$ cat config.mk
export PLATFORM = sky130hd
export DESIGN_NAME = msg_printer
export DESIGN_NICKNAME = d
export VERILOG_FILES = /design/src/rtl/msg_printer.sv
export SDC_FILE = /design/constraint.sdc
export NUM_CORES = 1
export LEC_CHECK = 0
export BUFFER_PORTS_ARGS = -buffer_cell sky130_fd_sc_hd__buf_2
export CAP_MARGIN = 20
export CORE_UTILIZATION = 52
export DETAILED_ROUTE_END_ITERATION = 7
export GPL_TIMING_DRIVEN = 1
export PLACE_DENSITY = 0.88
export SETUP_SLACK_MARGIN = 0.05
export SLEW_MARGIN = 20
export SYNTH_ARGS = -nofsm -noshare
export SYNTH_HDL_FRONTEND = slang
export SYNTH_SLANG_ARGS = --single-unit
$ cat constraint.sdc
create_clock -name clk -period 2.6 [get_ports clk]
set_clock_uncertainty 0.1 [all_clocks]
set_input_delay 0.65 -clock clk [delete_from_list [all_inputs] [get_ports clk]]
set_output_delay 0.65 -clock clk [all_outputs]
set_load 0.005 [all_outputs]
$ cat src/rtl/msg_printer.sv
// msg_printer: on a UART command byte, streams a zero-terminated message from an
// external ROM slot to the UART transmitter, with one pending command and abort.
module msg_printer #(
    parameter int         NUM_MSG    = 4,
    parameter int         SLOT_LEN   = 16,
    parameter logic [7:0] CMD_BASE   = 8'h61,
    parameter logic [7:0] ABORT_CHAR = 8'h1B,
    localparam int        ROM_AW     = ($clog2(NUM_MSG * SLOT_LEN) < 1) ? 1 : $clog2(NUM_MSG * SLOT_LEN)
) (
    input  logic              clk,
    input  logic              rst,
    input  logic [7:0]        rx_data,
    input  logic              new_rx_data,
    input  logic              tx_busy,
    output logic [7:0]        tx_data,
    output logic              new_tx_data,
    output logic [ROM_AW-1:0] rom_addr,
    input  logic [7:0]        rom_data,
    output logic              busy,
    output logic              done,
    output logic [3:0]        msg_id
);

    localparam int                IDX_W    = $clog2(SLOT_LEN);
    localparam logic [IDX_W-1:0]  IDX_LAST = IDX_W'(SLOT_LEN - 1);
    localparam logic [IDX_W-1:0]  IDX_ONE  = IDX_W'(1);
    localparam logic [IDX_W-1:0]  IDX_ZERO = IDX_W'(0);
    localparam logic [ROM_AW-1:0] ADDR_ONE = ROM_AW'(1);

    typedef enum logic [1:0] {
        S_IDLE  = 2'd0,
        S_FETCH = 2'd1,
        S_CHECK = 2'd2,
        S_SEND  = 2'd3
    } state_t;

    state_t            state_q, state_d;
    logic [7:0]        tx_data_q, tx_data_d;
    logic              new_tx_data_q, new_tx_data_d;
    logic              done_q, done_d;
    logic              busy_q, busy_d;
    logic [ROM_AW-1:0] rom_addr_q, rom_addr_d;
    logic [3:0]        msg_id_q, msg_id_d;
    logic [IDX_W-1:0]  idx_q, idx_d;
    logic              pend_valid_q, pend_valid_d;
    logic [3:0]        pend_id_q, pend_id_d;

    logic [7:0]        cmd_off_s;
    logic              abort_s;
    logic              cmd_valid_s;
    logic [3:0]        cmd_id_s;
    logic              launch_s;
    logic [3:0]        launch_id_s;

    // Command decode; the upper bound is compared in 32 bits so CMD_BASE+NUM_MSG cannot overflow
    always_comb begin
        cmd_off_s   = rx_data - CMD_BASE;
        abort_s     = new_rx_data && (rx_data == ABORT_CHAR);
        cmd_valid_s = new_rx_data && !abort_s && (rx_data >= CMD_BASE)
                      && ({24'd0, cmd_off_s} < 32'(NUM_MSG));
        cmd_id_s    = cmd_off_s[3:0];
    end

    // Next-state, pending-entry and output computation
    always_comb begin
        state_d       = state_q;
        tx_data_d     = tx_data_q;
        new_tx_data_d = 1'b0;
        done_d        = 1'b0;
        busy_d        = 1'b0;
        rom_addr_d    = rom_addr_q;
        msg_id_d      = msg_id_q;
        idx_d         = idx_q;
        pend_valid_d  = pend_valid_q;
        pend_id_d     = pend_id_q;
        launch_s      = 1'b0;
        launch_id_s   = pend_id_q;

        if (cmd_valid_s && (state_q != S_IDLE)) begin
            pend_valid_d = 1'b1;
            pend_id_d    = cmd_id_s;
        end else begin
            pend_valid_d = pend_valid_q;
        end

        case (state_q)
            S_IDLE: begin
                if (abort_s) begin
                    pend_valid_d = 1'b0;
                end else if (pend_valid_q) begin
                    // Pending entry goes first; a same-cycle command takes its place
                    launch_s     = 1'b1;
                    launch_id_s  = pend_id_q;
                    pend_valid_d = cmd_valid_s;
                    pend_id_d    = cmd_valid_s ? cmd_id_s : pend_id_q;
                end else if (cmd_valid_s) begin
                    launch_s    = 1'b1;
                    launch_id_s = cmd_id_s;
                end else begin
                    launch_s = 1'b0;
                end
            end
            S_FETCH: begin
                state_d = S_CHECK;
            end
            S_CHECK: begin
                if (rom_data == 8'h00) begin
                    done_d  = 1'b1;
                    state_d = S_IDLE;
                end else begin
                    tx_data_d = rom_data;
                    state_d   = S_SEND;
                end
            end
            S_SEND: begin
                if (!tx_busy) begin
                    new_tx_data_d = 1'b1;
                    if (idx_q == IDX_LAST) begin
                        done_d  = 1'b1;
                        state_d = S_IDLE;
                    end else begin
                        idx_d      = idx_q + IDX_ONE;
                        rom_addr_d = rom_addr_q + ADDR_ONE;
                        state_d    = S_FETCH;
                    end
                end else begin
                    state_d = S_SEND;
                end
            end
            default: begin
                state_d = S_IDLE;
            end
        endcase

        if (launch_s) begin
            msg_id_d   = launch_id_s;
            rom_addr_d = ROM_AW'({28'd0, launch_id_s} * 32'(SLOT_LEN));
            idx_d      = IDX_ZERO;
            state_d    = S_FETCH;
        end else begin
            msg_id_d = msg_id_q;
        end

        // Abort ends the message; a strobe already decided this cycle still goes out
        if (abort_s && (state_q != S_IDLE)) begin
            pend_valid_d = 1'b0;
            done_d       = 1'b1;
            state_d      = S_IDLE;
            busy_d       = 1'b0;
        end else begin
            busy_d = (state_d != S_IDLE);
        end
    end

    // State and output registers with synchronous reset
    always_ff @(posedge clk) begin
        if (rst) begin
            state_q       <= S_IDLE;
            tx_data_q     <= 8'h00;
            new_tx_data_q <= 1'b0;
            done_q        <= 1'b0;
            busy_q        <= 1'b0;
            rom_addr_q    <= {ROM_AW{1'b0}};
            msg_id_q      <= 4'd0;
            idx_q         <= IDX_ZERO;
            pend_valid_q  <= 1'b0;
            pend_id_q     <= 4'd0;
        end else begin
            state_q       <= state_d;
            tx_data_q     <= tx_data_d;
            new_tx_data_q <= new_tx_data_d;
            done_q        <= done_d;
            busy_q        <= busy_d;
            rom_addr_q    <= rom_addr_d;
            msg_id_q      <= msg_id_d;
            idx_q         <= idx_d;
            pend_valid_q  <= pend_valid_d;
            pend_id_q     <= pend_id_d;
        end
    end

    assign tx_data     = tx_data_q;
    assign new_tx_data = new_tx_data_q;
    assign done        = done_q;
    assign busy        = busy_q;
    assign rom_addr    = rom_addr_q;
    assign msg_id      = msg_id_q;

endmodule

==> metrics.txt, run 1 <==
delay of the slowest cell on the worst path 0.32 ns; Starting Density 0.556; Synth cell types 46; TritonCTS Buffers 5; # rows 19; yosys warns 0; Post-DP HPWL 2.22 mm; depth of the most critical reg-to-reg path 4; status complete, but fails checks; largest net degree at the start of global routing 16; First-pass DRT Iterations 6; Port Buf Inserts 40; global-route wire length before repair 5.17 mm; final setup violation count 0; Overall Global Routing Usage 0.207; CP Cell Sequence buf_2, inv_1, ha_1, nor2b_1, o21ai_1, a211o_1, and3_1, mux2_4; Primary FF master, synth dfxtp_1; dpl ws 0.0579 ns; Reg power frac 0.581; Arr. time, crit path 2.32 ns; Setup crit end kind flip-flop; Final Critical Period 2.19 ns; drt wl/cell 12.2 um; Cells on Worst Hold Path 2; WP data required 2.73 ns; clock sink count 32; relative slew slack 0.533; Sw Share 0.228; core area 2810 um^2; Syn Nets 198; clk slew on worst S/H paths 0.09 ns; synth cell count leaders dfxtp_1, nor2_1, nand2_1, a21oi_1, inv_1; Leakage 0.804 nW; io pins 41; maximum VDD drop 0.281 mV; crit path max-delay cell type mux2_4; max-capacitance violation count 0; Vias 1,335; count leader, synth dfxtp_1; P_int 654 uW; worst slew pin tran 0.699 ns; part of the Yosys area used for sequential elements 0.411; Power Total 847 uW; final setup margin 0.405 ns; R2R setup slack 0.71 ns; Gate Count Post-Synth 173; FF+latch count, synth 32; post-route ant nets 0; Mean Syn Cell Area 9.02 um^2; fmax 456 MHz; Clock Latency Late Sink 0.33 ns; CTS tree yes; Slew Viols, Final 0; clk root buf clkbuf_4; leading area contributor after synthesis dfxtp_1; Critical R2R Launch state_q[1]; fin nets 239; post-route design area 1820 um^2; Post-CTS Resized 0; Longest Clk Path Bufs 2; fill cell count 250; Hold Path End pend_id_q[3]; GP Congestion 0.787; Post-synth EDFFs 0; Critical Path Start Type primary input; Die ar. 3220 um^2; setup_tns 0 ns; clock network power share 0.338; failing checks design-rule violations; Hold Buf Count CTS 0; post-synth top area share 0.411; RSZ-0062 raised after global routing no; Post-CTS Repair Setup Buffers 0; top fanout value on the critical path 8; DRC Markers 4; worst hold path type reg2reg; Reg2Reg Capture Point tx_data[5]; critical path class in2reg; Routed Wire Length 3.00 mm; Synth async-reset ratio 0; final hold violations 0; share of layout cells above drive strength 1 0.274; hold path start pend_id_q[3]; Die X 56.8 um; vias in the first global route 1,247; period utilisation layout 0.844; Die Y 56.8 um; placed cell area 1770 um^2; post-DR vias/cell 5.43; Layout area overhead 16.9%; ranking of synthesized cells by area dfxtp_1, nor2_1, nand2_1; H-tree levels 2; antenna violations before repair 0; PwrDens 464 nW/um^2; initial DRC count 44; antenna diode count 0; gr ovfl total 0; part of the power in combinational logic 0.080; NetSw 193 uW; Cell Area, Synth 1560 um^2
## metrics by stage
stage               std cells   util  hold WS [ns]
floorplan                 173      -         0.319
global placement          238  0.629         0.341
detailed placement        238  0.629         0.345
CTS                       246  0.650         0.358
global route              246  0.650         0.383
finish                    246  0.650         0.356
## metal layers
| layer | vias to the layer above | global-route usage | wire [um] |
|---|---|---|---|
| met5 | - | 0 | 0 |
| met4 | 0 | 0.108 | 67 |
| met3 | 10 | 0.0691 | 118 |
| met2 | 30 | 0.320 | 1360 |
| met1 | 603 | 0.256 | 1450 |
| li1 | 692 | - | - |
## power by group through the flow
stage	logic, mW	registers, mW	clock network [mW]
finish	0.0681	0.493	0.286
global placement	0.0662	0.504	0
floorplan	0.0394	0.503	0
detailed placement	0.0672	0.504	0
global route	0.0757	0.493	0.321
CTS	0.0675	0.493	0.297
## registers in the layout, summed over array words and instances (netlist names)
register,flops
tx_data,8
rom_addr,6
idx_q,4
msg_id,4
pend_id_q,4
state_q,2
busy,1
done,1
new_tx_data,1
pend_valid_q,1
## cells in the final DEF (no fill, tap or decap), types with 2 or more instances in the layout
cell | Yosys | layout
buf_2 | 2 | 40
mux2_4 | 2 | 2
dfxtp_1 | 32 | 32
nor2_1 | 22 | 22
mux2i_1 | 2 | 2
buf_4 | 0 | 2
nor2b_1 | 7 | 7
o21a_1 | 2 | 2
and2_1 | 2 | 2
nand4_1 | 4 | 4
xor2_1 | 5 | 5
nand2_1 | 20 | 20
a21oi_1 | 10 | 10
clkbuf_1 | 3 | 2
a32oi_1 | 2 | 2
a22oi_1 | 2 | 2
nand3b_1 | 2 | 2
o22ai_1 | 6 | 6
clkbuf_4 | 0 | 5
ha_1 | 5 | 5
a211o_1 | 2 | 2
nor3_1 | 3 | 3
and3_1 | 3 | 3
or4_1 | 2 | 2
inv_1 | 8 | 8
xnor2_1 | 2 | 2
## how the worst max path moves through the flow
stage                     from           end  slack (ns)  cells after the start
finish              rx_data[0]  pend_id_q[0]        0.41                      8
global route        rx_data[0]  pend_id_q[1]        0.26                      8
detailed placement  rx_data[0]  pend_id_q[0]        0.06                      8
floorplan           rx_data[1]  pend_id_q[0]        0.38                      8
CTS                 rx_data[0]  pend_id_q[0]        0.42                      8
global placement    rx_data[0]  pend_id_q[0]        0.13                      8
## kinds of logic (layout without fill, tap and decap cells)
group                      count (synthesis)  in the layout  synth area share
muxes                                      4              4            0.0321
xor gates and xnor gates                   7              7            0.0393
DFF                                       32             32             0.411
AOI/OAI and AO/OA                         38             38             0.199
buffers and inverters                     16             58            0.0505
and+or+nand+nor                           71             71             0.229
adders and majority gates                  5              5            0.0401
## area by class of cell
cell class	count	area (um^2)	area share
Tap cell	31	38.8	0.0213
Inverter	8	30.0	0.0165
Multi-Input combinational cell	125	841	0.461
Sequential cell	32	641	0.351
Timing Repair Buffer	42	215	0.118
Clock buffer	8	58.8	0.0322
## worst max-delay path: cells and delay by family
kind,cells,cell delay (ns)
AO/OA/AOI/OAI,2,0.47
AND/OR/NAND/NOR,2,0.45
multiplexers,1,0.32
adder cells (fa/ha/maj),1,0.23
buffers and inverters,2,0.21
(Power assumes the default switching activity.)
==> run 2: changes to the inputs <==
Clock period 2.6 ns to 2.2 ns, I/O delays scaled along.
==> metrics.txt, run 2 (synthesis gave the netlist of run 1 again) <==
setup_tns 0 ns (unchanged); clk slew on worst S/H paths 0.10 ns (about the same); post-route ant nets 0 (unchanged); Post-CTS Resized 0 (unchanged); Longest Clk Path Bufs 2 (unchanged); worst hold path type reg2reg; share of layout cells above drive strength 1 0.322 (+0.0472); Post-Place Cells 250 (+5.0%); drt wl/cell 12.8 um (+5.1%); Layout area overhead 22.9%; Starting Density 0.556 (unchanged); Vias 1,408 (+5.5%); Routed Wire Length 3.31 mm (+10%); Die Y 56.8 um (unchanged); H-tree levels 2 (unchanged); Largest register FFs 8 (unchanged); gr ovfl total 0 (unchanged); R2R setup slack 0.51 ns (-0.20 ns); Slew Viols, Final 0 (unchanged); antenna diode count 0 (unchanged); Hold Buf Count CTS 0 (unchanged); vias in the first global route 1,344 (+7.8%); dpl ws -0.133 ns (-0.191 ns); placed cell area 1860 um^2 (+5.1%); io pins 41 (unchanged); period utilisation layout 0.903; crit path max-delay cell type a2111oi_4; final non-filler cell total 258 (+4.9%); Arr. time, crit path 2.11 ns (-0.21 ns); fill cell count 243 (-2.8%); clk root buf clkbuf_4; CTS tree yes; PwrDens 535 nW/um^2 (+15%); Setup crit end kind flip-flop; post-route design area 1920 um^2 (+5.1%); post-DR vias/cell 5.46 (+0.56%); clock sink count 32 (unchanged); delay of the slowest cell on the worst path 0.47 ns (+0.15 ns); maximum VDD drop 0.444 mV (+58%); # rows 19 (unchanged); failing checks design-rule violations; critical path class in2reg; TritonCTS Buffers 5 (unchanged); Critical Path Start Type primary input; commonest non-fill, non-tap cell in the layout buf_2; fmax 503 MHz; CP Cell Sequence buf_2, inv_1, ha_1, nor2b_1, o21ai_1, a2111oi_4, nor3_1, o311a_1; Clock Latency Late Sink 0.33 ns (about the same); final setup margin 0.214 ns (-0.192 ns); Port Buf Inserts 40 (unchanged); final setup violation count 0 (unchanged); RSZ-0062 raised after global routing no; worst slew pin tran 0.420 ns (-0.279 ns); Final Critical Period 1.99 ns; status complete, but fails checks; max-capacitance violation count 0 (unchanged); First-pass DRT Iterations 6 (unchanged); antenna violations before repair 0 (unchanged); Post-CTS Repair Setup Buffers 0 (unchanged); WP data required 2.33 ns (-0.40 ns); final hold violations 0 (unchanged); Post-DP HPWL 2.54 mm (+14%); Die ar. 3220 um^2 (unchanged); largest net degree at the start of global routing 15 (-1); Leakage 0.869 nW (+8.1%); relative slew slack 0.720 (+0.187); fin nets 251 (+5.0%); most frequent cells in the layout buf_2, dfxtp_1, nor2_1, nand2_1, buf_4; top fanout value on the critical path 3 (-5); global-route wire length before repair 5.44 mm (+5.3%); GP Congestion 0.751 (-4.6%); Overall Global Routing Usage 0.219 (+0.0112); core area 2810 um^2 (unchanged); initial DRC count 75 (+70%); DRC Markers 5 (+1); Die X 56.8 um (unchanged)
[run 2: changes by cell type in the layout (fill, tap and decap cells not counted)]
cell      delta
clkbuf_1     -2
buf_4       +12
clkinv_2     +2
[run 2: area by class of cell]
type	instances	area [um^2]	area share
clock buffers	6	51.3	0.0268
flip-flops and latches	32	641	0.334
clock inverters	2	10.0	0.00522
repair buffers	54	305	0.159
multi-input cells	125	841	0.439
well taps	31	38.8	0.0202
inverters	8	30.0	0.0157
[run 2: worst max-delay path, delay by kind of cell]
kind                       cells  cell delay (ns)
and+or+nand+nor                2             0.24
adders and majority gates      1             0.19
buffers and inverters          2             0.19
AOI/OAI and AO/OA              3             0.94
[run 2: final timing paths]
check	startpoint	endpoint	depth (start not counted)
worst min register to register	pend_id_q[2]	pend_id_q[2]	2
worst min-delay path	pend_id_q[2]	pend_id_q[2]	2
worst max-delay path	rx_data[1]	state_q[0]	8
worst max register to register	state_q[1]	pend_valid_q	5
[run 2: per-stage QoR]
step                      hold slack (ns)  power, mW   util
after detailed placement            0.338      0.687  0.661
after global placement              0.336      0.685  0.661
after global routing                0.354       1.07  0.683
final                               0.353       1.03  0.683
after floorplan                     0.319      0.642      -
after CTS                           0.347       1.03  0.683
[run 2: where the power goes]
part / switching [mW] / internal (mW) / total [mW]
combinational: 0.0473 / 0.0449 / 0.0922
sequential: 0.00158 / 0.581 / 0.582
clock: 0.200 / 0.152 / 0.352
total: 0.249 / 0.777 / 1.03
[run 2: layer usage]
| metal | share of wire | GRT usage |
|---|---|---|
| met5 | 0 | 0 |
| met4 | 0.018 | 0.105 |
| met3 | 0.036 | 0.0484 |
| met2 | 0.49 | 0.384 |
| met1 | 0.45 | 0.249 |
==> run 3: changes to the inputs <==
Settings changed: ABC_AREA set to 1, PLACE_DENSITY 0.88 to 0.87, TNS_END_PERCENT set to 20.
==> metrics.txt, run 3 <==
status finished clean; Overall Global Routing Usage 0.207 (-0.0118); mux cell area share after synthesis 0 (-0.0321); final hold violations 0 (unchanged); period utilisation layout 0.826 (-0.0765); max-capacitance violation count 0 (unchanged); hold path start pend_id_q[3]; count leader, synth nand2_1; WP data required 2.37 ns (+0.04 ns); global-route wire length before repair 5.44 mm (unchanged); final non-filler cell total 328 (+27%); critical path class in2reg; largest family of logic cells by synthesized area simple AND/OR/NAND/NOR gates; Longest Clk Path Bufs 2 (unchanged); Layout area overhead 20.3%; Post-CTS Repair Setup Buffers 0 (unchanged); Vias 1,600 (+14%); fin util 0.654 (-0.0292); Synth Area in Simple Gates 0.410 (+0.181); Die ar. 3400 um^2 (+5.3%); PwrDens 563 nW/um^2 (+5.3%); placed cell area 1900 um^2 (+2.6%); Critical R2R Launch idx_q[0]; vias in the first global route 1,357 (+0.97%); dpl ws 0.0301 ns (+0.163 ns); Syn Nets 262 (+32%); Power Total 1.12 mW (+8.8%); Cell Area, Synth 1650 um^2 (+5.5%); largest net degree at the start of global routing 12 (-3); leading area contributor after synthesis dfxtp_1; gr ovfl total 0 (unchanged); Die X 58.3 um (+2.6%); antenna violations before repair 0 (unchanged); First-pass DRT Iterations 4 (-2); Synth cell types 25 (-46%); relative slew slack 0.792 (+0.0714); maximum VDD drop 0.235 mV (-47%); Post-CTS Resized 0 (unchanged); Post-synth EDFFs 0 (unchanged); post-route ant nets 0 (unchanged); antenna diode count 0 (unchanged); Leakage 0.980 nW (+13%); R2R setup slack 0.42 ns (-0.09 ns); met2 usage 0.346 (-0.0379); fin nets 308 (+23%); clk slew on worst S/H paths 0.10 ns (about the same); ranking of synthesized cells by area dfxtp_1, nand2_1, nor2_1; Port Buf Inserts 40 (unchanged); Starting Density 0.544 (-0.0124); RSZ-0062 raised after global routing no; clock sink count 32 (unchanged); FF+latch count, synth 32 (unchanged); Primary FF master, synth dfxtp_1; Hold WS 0.360 ns (+0.00695 ns); synth cell count leaders nand2_1, nor2_1, dfxtp_1, nand3_1, inv_1; drt wl/cell 10.2 um (-21%); Reg2Reg Capture Point rom_addr[4]; clk root buf clkbuf_4; Post-Place Cells 320 (+28%); part of the Yosys area used for sequential elements 0.389 (-0.0215); GR Layer Usage met3 0.0558 (+0.00742); Critical Path Start Type primary input; fmax 550 MHz (+9.3%); Gate Count Post-Synth 237 (+37%); adder-cell share of the synthesized area 0.0380 (-0.00210); initial DRC count 53 (-29%); DRC Markers 0 (-5); post-synth top area share 0.389 (-0.0215); final setup margin 0.382 ns (+0.168 ns); Arr. time, crit path 1.99 ns (-0.12 ns); TritonCTS Buffers 5 (unchanged); worst hold path type reg2reg; Setup crit end kind flip-flop; met1 global-route usage 0.264 (+0.0149); Routed Wire Length 3.34 mm (+0.79%); # rows 20 (+1); CTS tree yes; top fanout value on the critical path 10 (+7); Final Critical Period 1.82 ns (-0.168 ns); share of layout cells above drive strength 1 0.239 (-0.0821); Slew Viols, Final 0 (unchanged); XOR/XNOR share of the synthesized area 0.0213 (-0.0180); worst slew pin tran 0.312 ns (-0.108 ns); Hold Buf Count CTS 0 (unchanged); fill cell count 285 (+17%); commonest non-fill, non-tap cell in the layout nand2_1; post-synthesis compound-gate area fraction 0.0707 (-0.128); yosys warns 0 (unchanged); depth of the most critical reg-to-reg path 8 (+3); post-DR vias/cell 4.88 (-11%); setup_tns 0 ns (unchanged); core area 3030 um^2 (+7.9%); final setup violation count 0 (unchanged); gr busiest metal met2; Die Y 58.3 um (+2.6%); Post-DP HPWL 2.60 mm (+2.2%); post-route design area 1980 um^2 (+3.3%); GP Congestion 0.832 (+11%); io pins 41 (unchanged); most frequent cells in the layout nand2_1, nor2_1, buf_2, dfxtp_1, nand3_1; Mean Syn Cell Area 6.95 um^2 (-23%); Synth async-reset ratio 0 (unchanged); Largest register FFs 8 (unchanged); Hold Path End pend_id_q[3]; H-tree levels 2 (unchanged); Clock Latency Late Sink 0.34 ns (about the same); Cells on Worst Hold Path 2 (unchanged)
==> run 3: cells by family after synthesis <==
kind of cell,count (synthesis)
AO/OA/AOI/OAI,23
AND/OR/NAND/NOR,142
XOR/XNOR,4
flip-flops,32
buffers and inverters,31
adder cells (fa/ha/maj),5
==> run 3: worst max path at each step <==
stage	from	to	slack, ns
3_3_place_gp	rx_data[0]	busy	0.11
5_1_grt	rx_data[0]	msg_id[0]	0.22
6_report	rx_data[0]	rom_addr[5]	0.38
3_5_place_dp	rx_data[0]	rom_addr[3]	0.03
2_1_floorplan	rx_data[0]	rom_addr[3]	0.27
4_1_cts	rx_data[0]	msg_id[0]	0.39
==> run 3: critical path, cell delays in order <==
cell,delay [ns]
buf_2,0.12
inv_1,0.07
ha_1,0.18
inv_1,0.08
nor2_2,0.11
nand2_1,0.06
nand2_1,0.07
nand3_2,0.11
nor2_8,0.14
nand2_4,0.08
nand2_4,0.07
nand2_4,0.10
nor2_2,0.09
nand2_1,0.07
nand2_1,0.06
==> run 3: final cells by class <==
cell class,instances,area (um^2),share of cell area
inverter,28,105,0.0531
multi-input combinational,174,888,0.449
clock buffer,6,41.3,0.0208
timing repair buffer,42,215,0.109
tap,44,55.1,0.0278
sequential,32,641,0.323
clock inverter,2,35.0,0.0177
==> run 3: routing by layer <==
metal / vias up / share of wire
met3: 3 / 0.067
met5: - / 0
met1: 692 / 0.47
met2: 54 / 0.45
li1: 851 / -
met4: 0 / 0.0069
==> run 3: power breakdown <==
part           internal [mW]  switching [mW]  total (mW)
clock network          0.238           0.202       0.440
logic                 0.0355          0.0566      0.0921
registers              0.582         0.00163       0.584
total                  0.856           0.260        1.12
